[src/rtl/diff_24bit_rr_sched.sv]
// -----------------------------------------------------------------------------
// diff_24bit_rr_sched
//   Round-robin scheduler that shares a single 24-bit subtractor (diff_24bit)
//   among NUM_REQ requesters. Each cycle at most one requester is granted. Its
//   (a, b) pair is subtracted and stored in a one-entry result register. The
//   register holds the requester index and a borrow flag, and it drains
//   through a valid/ready port.
//
// Ports (diff_24bit_rr_sched)
//   clk         in   1            clock, all state on rising edge
//   rst         in   1            synchronous active-high reset
//   req_valid   in   NUM_REQ      requester i has an operand pair pending
//   req_ready   out  NUM_REQ      one-hot grant (combinational)
//   req_a       in   24*NUM_REQ   minuend of requester i at [24*i +: 24]
//   req_b       in   24*NUM_REQ   subtrahend of requester i at [24*i +: 24]
//   res_valid   out  1            result register is occupied
//   res_ready   in   1            consumer takes the result this cycle
//   res_diff    out  24           (a - b) mod 2^24
//   res_id      out  IDW          index of the requester that produced res_diff
//   res_borrow  out  1            1 iff a < b (unsigned)
//
// Ports (diff_24bit)
//   a_i, b_i    in   24           operands
//   diff_o      out  24           a_i - b_i, wrapping modulo 2^24
// -----------------------------------------------------------------------------

module diff_24bit (
  input  logic [23:0] a_i,
  input  logic [23:0] b_i,
  output logic [23:0] diff_o
);

  // Plain modular subtraction. The result wraps and never saturates.
  assign diff_o = a_i - b_i;

endmodule

module diff_24bit_rr_sched #(
  parameter int NUM_REQ = 4
) (
  input  logic                    clk,
  input  logic                    rst,
  input  logic [NUM_REQ-1:0]      req_valid,
  output logic [NUM_REQ-1:0]      req_ready,
  input  logic [24*NUM_REQ-1:0]   req_a,
  input  logic [24*NUM_REQ-1:0]   req_b,
  output logic                    res_valid,
  input  logic                    res_ready,
  output logic [23:0]             res_diff,
  output logic [$clog2(NUM_REQ)-1:0] res_id,
  output logic                    res_borrow
);

  localparam int IDW = $clog2(NUM_REQ);

  logic [IDW-1:0] last_grant_q, last_grant_d;
  logic           res_valid_q, res_valid_d;
  logic [23:0]    res_diff_q, res_diff_d;
  logic [IDW-1:0] res_id_q, res_id_d;
  logic           res_borrow_q, res_borrow_d;

  logic [IDW-1:0] winner;
  logic           any_valid;
  logic           accept_en;
  logic           grant;
  logic [23:0]    a_arr [NUM_REQ];
  logic [23:0]    b_arr [NUM_REQ];
  logic [23:0]    mux_a, mux_b, sub_diff;
  logic           mux_borrow;
  int             idx;

  // Split the flat operand buses into per-requester words so the winner can
  // select its pair with a simple array index.
  always_comb begin
    for (int i = 0; i < NUM_REQ; i++) begin
      a_arr[i] = req_a[24*i +: 24];
      b_arr[i] = req_b[24*i +: 24];
    end
  end

  // Round-robin search. It starts one slot past the last grant and wraps
  // around. The first valid slot found wins. Dropped requests are skipped.
  always_comb begin
    winner    = '0;
    any_valid = 1'b0;
    idx       = 0;
    for (int k = 1; k <= NUM_REQ; k++) begin
      idx = (int'(last_grant_q) + k) % NUM_REQ;
      if (!any_valid && req_valid[IDW'(idx)]) begin
        winner    = IDW'(idx);
        any_valid = 1'b1;
      end
    end
  end

  // A grant is possible only when the result register is empty or drains this
  // cycle. This is what holds every req_ready low during a stall.
  assign accept_en = !res_valid_q || res_ready;
  assign grant     = accept_en && any_valid;
  assign req_ready = grant ? (NUM_REQ'(1) << winner) : '0;

  // The winner's operands feed the one shared subtractor. The borrow comes
  // from an unsigned compare of the same muxed pair.
  assign mux_a      = a_arr[winner];
  assign mux_b      = b_arr[winner];
  assign mux_borrow = mux_a < mux_b;

  diff_24bit u_diff (
    .a_i    (mux_a),
    .b_i    (mux_b),
    .diff_o (sub_diff)
  );

  // Next-state for the result register and the priority pointer. A transfer
  // loads a new result and moves the pointer. A drain with no transfer only
  // clears valid, so the data keeps its last value. Idle cycles and stalls
  // leave the pointer alone.
  always_comb begin
    last_grant_d = last_grant_q;
    res_valid_d  = res_valid_q;
    res_diff_d   = res_diff_q;
    res_id_d     = res_id_q;
    res_borrow_d = res_borrow_q;
    if (grant) begin
      res_valid_d  = 1'b1;
      res_diff_d   = sub_diff;
      res_id_d     = winner;
      res_borrow_d = mux_borrow;
      last_grant_d = winner;
    end else if (res_ready) begin
      res_valid_d  = 1'b0;
    end
  end

  // State registers. On reset the pointer goes to the last slot, which gives
  // requester 0 top priority. Any held result is discarded.
  always_ff @(posedge clk) begin
    if (rst) begin
      last_grant_q <= IDW'(NUM_REQ - 1);
      res_valid_q  <= 1'b0;
      res_diff_q   <= '0;
      res_id_q     <= '0;
      res_borrow_q <= 1'b0;
    end else begin
      last_grant_q <= last_grant_d;
      res_valid_q  <= res_valid_d;
      res_diff_q   <= res_diff_d;
      res_id_q     <= res_id_d;
      res_borrow_q <= res_borrow_d;
    end
  end

  assign res_valid  = res_valid_q;
  assign res_diff   = res_diff_q;
  assign res_id     = res_id_q;
  assign res_borrow = res_borrow_q;

endmodule
[config.mk]
export PLATFORM = sky130hd
export DESIGN_NAME = diff_24bit_rr_sched
export DESIGN_NICKNAME = d
export VERILOG_FILES = /design/src/rtl/diff_24bit_rr_sched.sv
export SDC_FILE = /design/constraint.sdc
export NUM_CORES = 1
export LEC_CHECK = 0
export CELL_PAD_IN_SITES_DETAIL_PLACEMENT = 0
export CELL_PAD_IN_SITES_GLOBAL_PLACEMENT = 1
export CORE_MARGIN = 4
export CORE_UTILIZATION = 28
export CTS_CLUSTER_DIAMETER = 120
export DETAILED_ROUTE_END_ITERATION = 16
export PLACE_DENSITY_LB_ADDON = 0.1
export SETUP_SLACK_MARGIN = 0.05
export SYNTH_ARGS = -nofsm -noshare
export SYNTH_HDL_FRONTEND = slang
export SYNTH_HIERARCHICAL = 1
export SYNTH_SLANG_ARGS = --single-unit
[constraint.sdc]
create_clock -name clk -period 7.61 [get_ports clk]
set_input_delay 2.283 -clock clk [delete_from_list [all_inputs] [get_ports clk]]
set_output_delay 2.283 -clock clk [all_outputs]
set_load 0.05 [all_outputs]
Word-level counts from Yosys, hierarchy flattened

Cells that the tools add are included.

Add/sub/neg operators: 5
$lt $le $gt $ge: 6
Shift-type cells: 1
Muxes and demuxes: 29
Bitwise gates (word level): 1
Reductions and logical operators: 10

Operators by type and width:

| cell                | count |
|---|---|
| $bmux 24 s2         | 2 |
| $mux 24             | 4 |
| $lt 24x24->1        | 1 |
| $sub 24x24->24      | 1 |
| $lt 2x4->1 const B  | 4 |
| $mux 1              | 14 |
| $bmux 1 s2          | 4 |
| $mux 2              | 4 |
| $add 2x1->2 const B | 2 |
| $add 2x2->2 const B | 2 |
| $logic_and 1x1->1   | 4 |
| $logic_not 1->1     | 4 |
| $mux 4              | 1 |
| $shl 1x2->4 const A | 1 |
| $ge 3x3->1 const B  | 1 |
| $not 2->3           | 1 |
| $reduce_bool 2->1   | 1 |
| $logic_or 1x1->1    | 1 |

Register bits after elaboration: 30
Output and inout bits: 32
Word-level logic and storage cells: 57

Longest topological paths before layout

Depth after elaboration: 19
Mapped depth: 19

Cells and area by module

Netlist, hierarchy kept.

By module, submodules not included:

| module              | instances | cells each | area an instance (µm²) |
|---|---|---|---|
| diff_24bit_rr_sched | 1         | 450        | 3319.4 |
| diff_24bit          | 1         | 207        | 1407.6 |

Worst setup path after synthesis

No wires, ideal clock.

Path kind: input port to output port
Start: in req_valid[0]
End: out req_ready[1]
Arrival: 4.310 ns
Required time: 5.327 ns
Path slack: 1.017 ns
Stages: 7
Path buffers: 3
Cell sequence: and2b_1 -> a21oi_1 -> o221a_1 -> buf_2 -> buf_2 -> buf_2 -> nor3_1

Word-level cells in the longest chain between the ends: 15
Elaborated cells between the ends (all ways): 29

RTL lines:

| element                                          | line    | RTL |
|---|---|---|
| start: declaration                               | 43      | `input logic [NUM_REQ-1:0] req_valid,` |
| $bmux 1 s2                                       | 89      | `if (!any_valid && req_valid[IDW'(idx)]) begin` |
| $mux 1 (not written as such) (2 in series)       | 89      |  |
| $mux 1                                           | 89      |  |
| $logic_not 1->1                                  | 89      |  |
| $logic_and 1x1->1                                | 89      |  |
| $mux 1                                           | 89      |  |
| $logic_not 1->1                                  | 89      |  |
| $logic_and 1x1->1                                | 89      |  |
| $mux 1                                           | 89      |  |
| $logic_not 1->1                                  | 89      |  |
| $logic_and 1x1->1                                | 89      |  |
| $mux 2 or $mux 1 (tied branches)                 | 89      |  |
| $shl 1x2->4 or $logic_and 1x1->1 (tied branches) | 100, 99 |  |
| $mux 4 (*)                                       | 100     | `assign req_ready = grant ? (NUM_REQ'(1) << winner) : '0;` |
| end: declaration                                 | 44      | `output logic [NUM_REQ-1:0] req_ready,` |

Mark *: on every way between the ends. The rest lies on a longest branch, timed or not. The select of a mux whose other input is x is not followed.

Worst setup path after layout

Start: in req_valid[3]
End: out req_ready[3]

The elaborated chain is that of the path after synthesis.

==> out/qor.txt <==
outcome = complete, no violations
Tmin final = 6.99 ns
CP startpoint = req_valid[3]
post-placement cell count = 1072
syn avg cell area = 7.19 um2
Synth area leader = dfxtp_1
Final Hold Vio Count = 0
first-pass GRT wire length = 29200 um
met3 Track Usage GR = 2.76%
Most used DFF post-synth = dfxtp_1
Die ar. = 19000 um2
Port-buffer cells = 230
Final Core Density = 44.0%
post-cts sizing count = 0
Detail Placement HPWL = 15800 um
min-delay src = res_diff[7]$_SDFFE_PP0P_
sequential cell area fraction in the yosys report = 12.7%
global placement routability congestion = 0.822
Post-Syn Nets = 903
crit path cell chain = clkdlybuf4s50_1 > nor4_1 > a21oi_2 > nand2_1 > nor2_1 > clkdlybuf4s50_1
# Post-CTS Setup Buffers = 0
Layout fillers = 1690
Max Slew Vio Count = 0
Initial DRC Count = 286
setup TNS = 0 ns
synth cell count leaders = 119 x nand2_1, 64 x a21oi_1, 56 x inv_1
FP Rows = 47
Mapped Area = 4730 um2
initial antenna violation count = 0
Reg2Reg Launch Point = last_grant_q[1]$_SDFFE_PP1P_
slowest stage delay, CP = 0.77 ns
most numerous cell on the critical path = clkdlybuf4s50_1
Worst Hold Class = flop to flop
Finished Layout Cells = 1080
H-tree levels = 2
length of the first detailed-routing pass in iterations = 4
Starting Density = 28.5%
CTS clk-pin slew, worst paths = 0.06 ns
Worst Path Buf+Inv = 2
Worst path slowest cell = clkdlybuf4s50_1
CTS sink cnt = 30
Layout area overhead = 54.2%
# hold bufs at CTS = 0
Avg WL per Cell = 17.8 um
Final Skew = 0.00673 ns
Ys Warns = 6
Ant. Diodes = 0
Slew HR = 22.6%
wirelength, routed = 19200 um
period utilization = 91.8%
DRT antenna net count = 0
CTS Buf Count = 5
grt met1 use = 22.0%
GRT overflow = 0
WP data arrival = 4.71 ns
Worst setup SP type = input pin
met2 Resource Use GR = 38.7%
Critical Path End Type = output pin
core box area = 16600 um2
dpl cell area = 7120 um2
register area = 601 um2
Post-synth EDFFs = 0
pin count of the biggest net entering global routing = 97
CTS Root Cell = clkbuf_16
slew of the pin with the lowest slew margin = 1.16 ns
area occupied by multi-input gates = 3690 um2
GRT busiest layer = met2
WP data required = 5.33 ns
count leader, synth = nand2_1
# IOs = 231
FMAX = 143 MHz
die width = 138 um
Synth area leaders = dfxtp_1 13%, ha_1 12%, mux2i_1 10%
DRC = 0
vias in the first global route = 5624
fraction of layout cells with a size suffix above 1 = 5.81%
flop and latch count out of synthesis = 30
# setup viols final = 0
Die Y = 138 um
via count = 5403
final worst slack = 0.621 ns
RSZ-0062 raised after global routing = false
Clock Path Buffers = 2
Power Dens Cells = 248 nW/um2
Async SR Flop Fraction = 0%
max_cap viols = 0
worst skew pair latency = 0.28 ns
nets@finish = 1105
Place WS = 0.684 ns
routed vias/inst = 5.00
Cells after Synth = 657
area share of the largest cell type after synthesis = 12.7%
CP delay by family, top = buffers and inverters
IR drop worst, VDD = 0.166 mV
CTS tree = done
Yosys cell types = 58
hold_ws = 0.451 ns
total power = 1.81 mW
Leakage = 3.08 nW
critical-path maximum fanout = 10
All-Layer GR Usage = 19.7%
fin area = 7290 um2
crit path kind = input pin to output pin
-- registers in the layout, summed over array words and instances, names as in the netlist --
name,flops
res_valid,1
last_grant_q,2
res_diff,24
res_borrow,1
res_id,2
-- worst reg2reg max path, cell delays in order (launching register included) --
cell,delay [ns]
dfxtp_1,0.46
nand2_1,0.08
a21oi_1,0.15
o221a_2,0.32
buf_4,0.64
a21oi_1,0.13
a22oi_2,0.24
inv_1,0.07
ha_1,0.23
fa_1,0.40
nand2b_1,0.18
a21oi_1,0.22
o21ai_1,0.14
a31oi_2,0.37
a41oi_1,0.19
xnor2_1,0.16
nand2_1,0.07
a21oi_1,0.05
-- per-layer routing --
layer	vias to the layer above	routed length, um
met5	-	0
met4	0	507
met3	26	898
met2	141	10200
met1	2512	7580
li1	2724	-
-- layout by cell type (no fill, tap or decap), drive strengths merged, types with 2 or more instances in the layout --
| cell type | count |
|---|---|
| and2 | 24 |
| a2111oi | 2 |
| clkbuf | 5 |
| nand2b | 4 |
| a21o | 12 |
| o211ai | 3 |
| a31oi | 24 |
| nand4 | 12 |
| o21ai | 19 |
| xnor2 | 13 |
| nor2b | 5 |
| nor3 | 7 |
| ha | 46 |
| a21oi | 64 |
| nand2 | 119 |
| nand3 | 6 |
| clkinv | 2 |
| o21a | 4 |
| a211oi | 32 |
| and3 | 3 |
| buf | 5 |
| nor2 | 19 |
| clkdlybuf4s50 | 230 |
| inv | 56 |
| mux2 | 23 |
| xor2 | 9 |
| nor4 | 2 |
| a21boi | 2 |
| o21bai | 6 |
| a22oi | 2 |
| mux2i | 48 |
| dfxtp | 30 |
| or2 | 4 |
-- path summary, 6_finish.rpt --
path                                             endpoint  slack [ns]  depth (start not counted)
worst min-delay path             res_diff[7]$_SDFFE_PP0P_        0.45                          2
worst min register to register   res_diff[7]$_SDFFE_PP0P_        0.45                          2
worst max-delay path                         req_ready[3]        0.62                          6
worst max register to register  res_diff[16]$_SDFFE_PP0P_        3.33                         17
-- kinds of logic after synthesis --
logic type	count (synthesis)	synth area share, %
AOI/OAI and AO/OA	183	25.3
DFF	30	12.7
and+or+nand+nor	208	20.1
muxes	71	15.6
xor gates and xnor gates	22	4.08
buffers and inverters	96	9.56
adders and majority gates	47	12.6
-- layout make-up --
cell class | instances | share of cell area (%)
Clock buffer | 5 | 1.72
Clock inverter | 3 | 0.549
Inverter | 56 | 2.88
Multi-Input combinational cell | 531 | 50.6
Sequential cell | 30 | 8.24
Tap cell | 220 | 3.78
Timing Repair Buffer | 235 | 32.3
-- power breakdown --
part	switching [mW]	internal (mW)
Clock	0.0767	0.153
Sequential	0.0294	0.213
Combinational	0.778	0.556
Total	0.884	0.922
(Power assumes the default switching activity.)
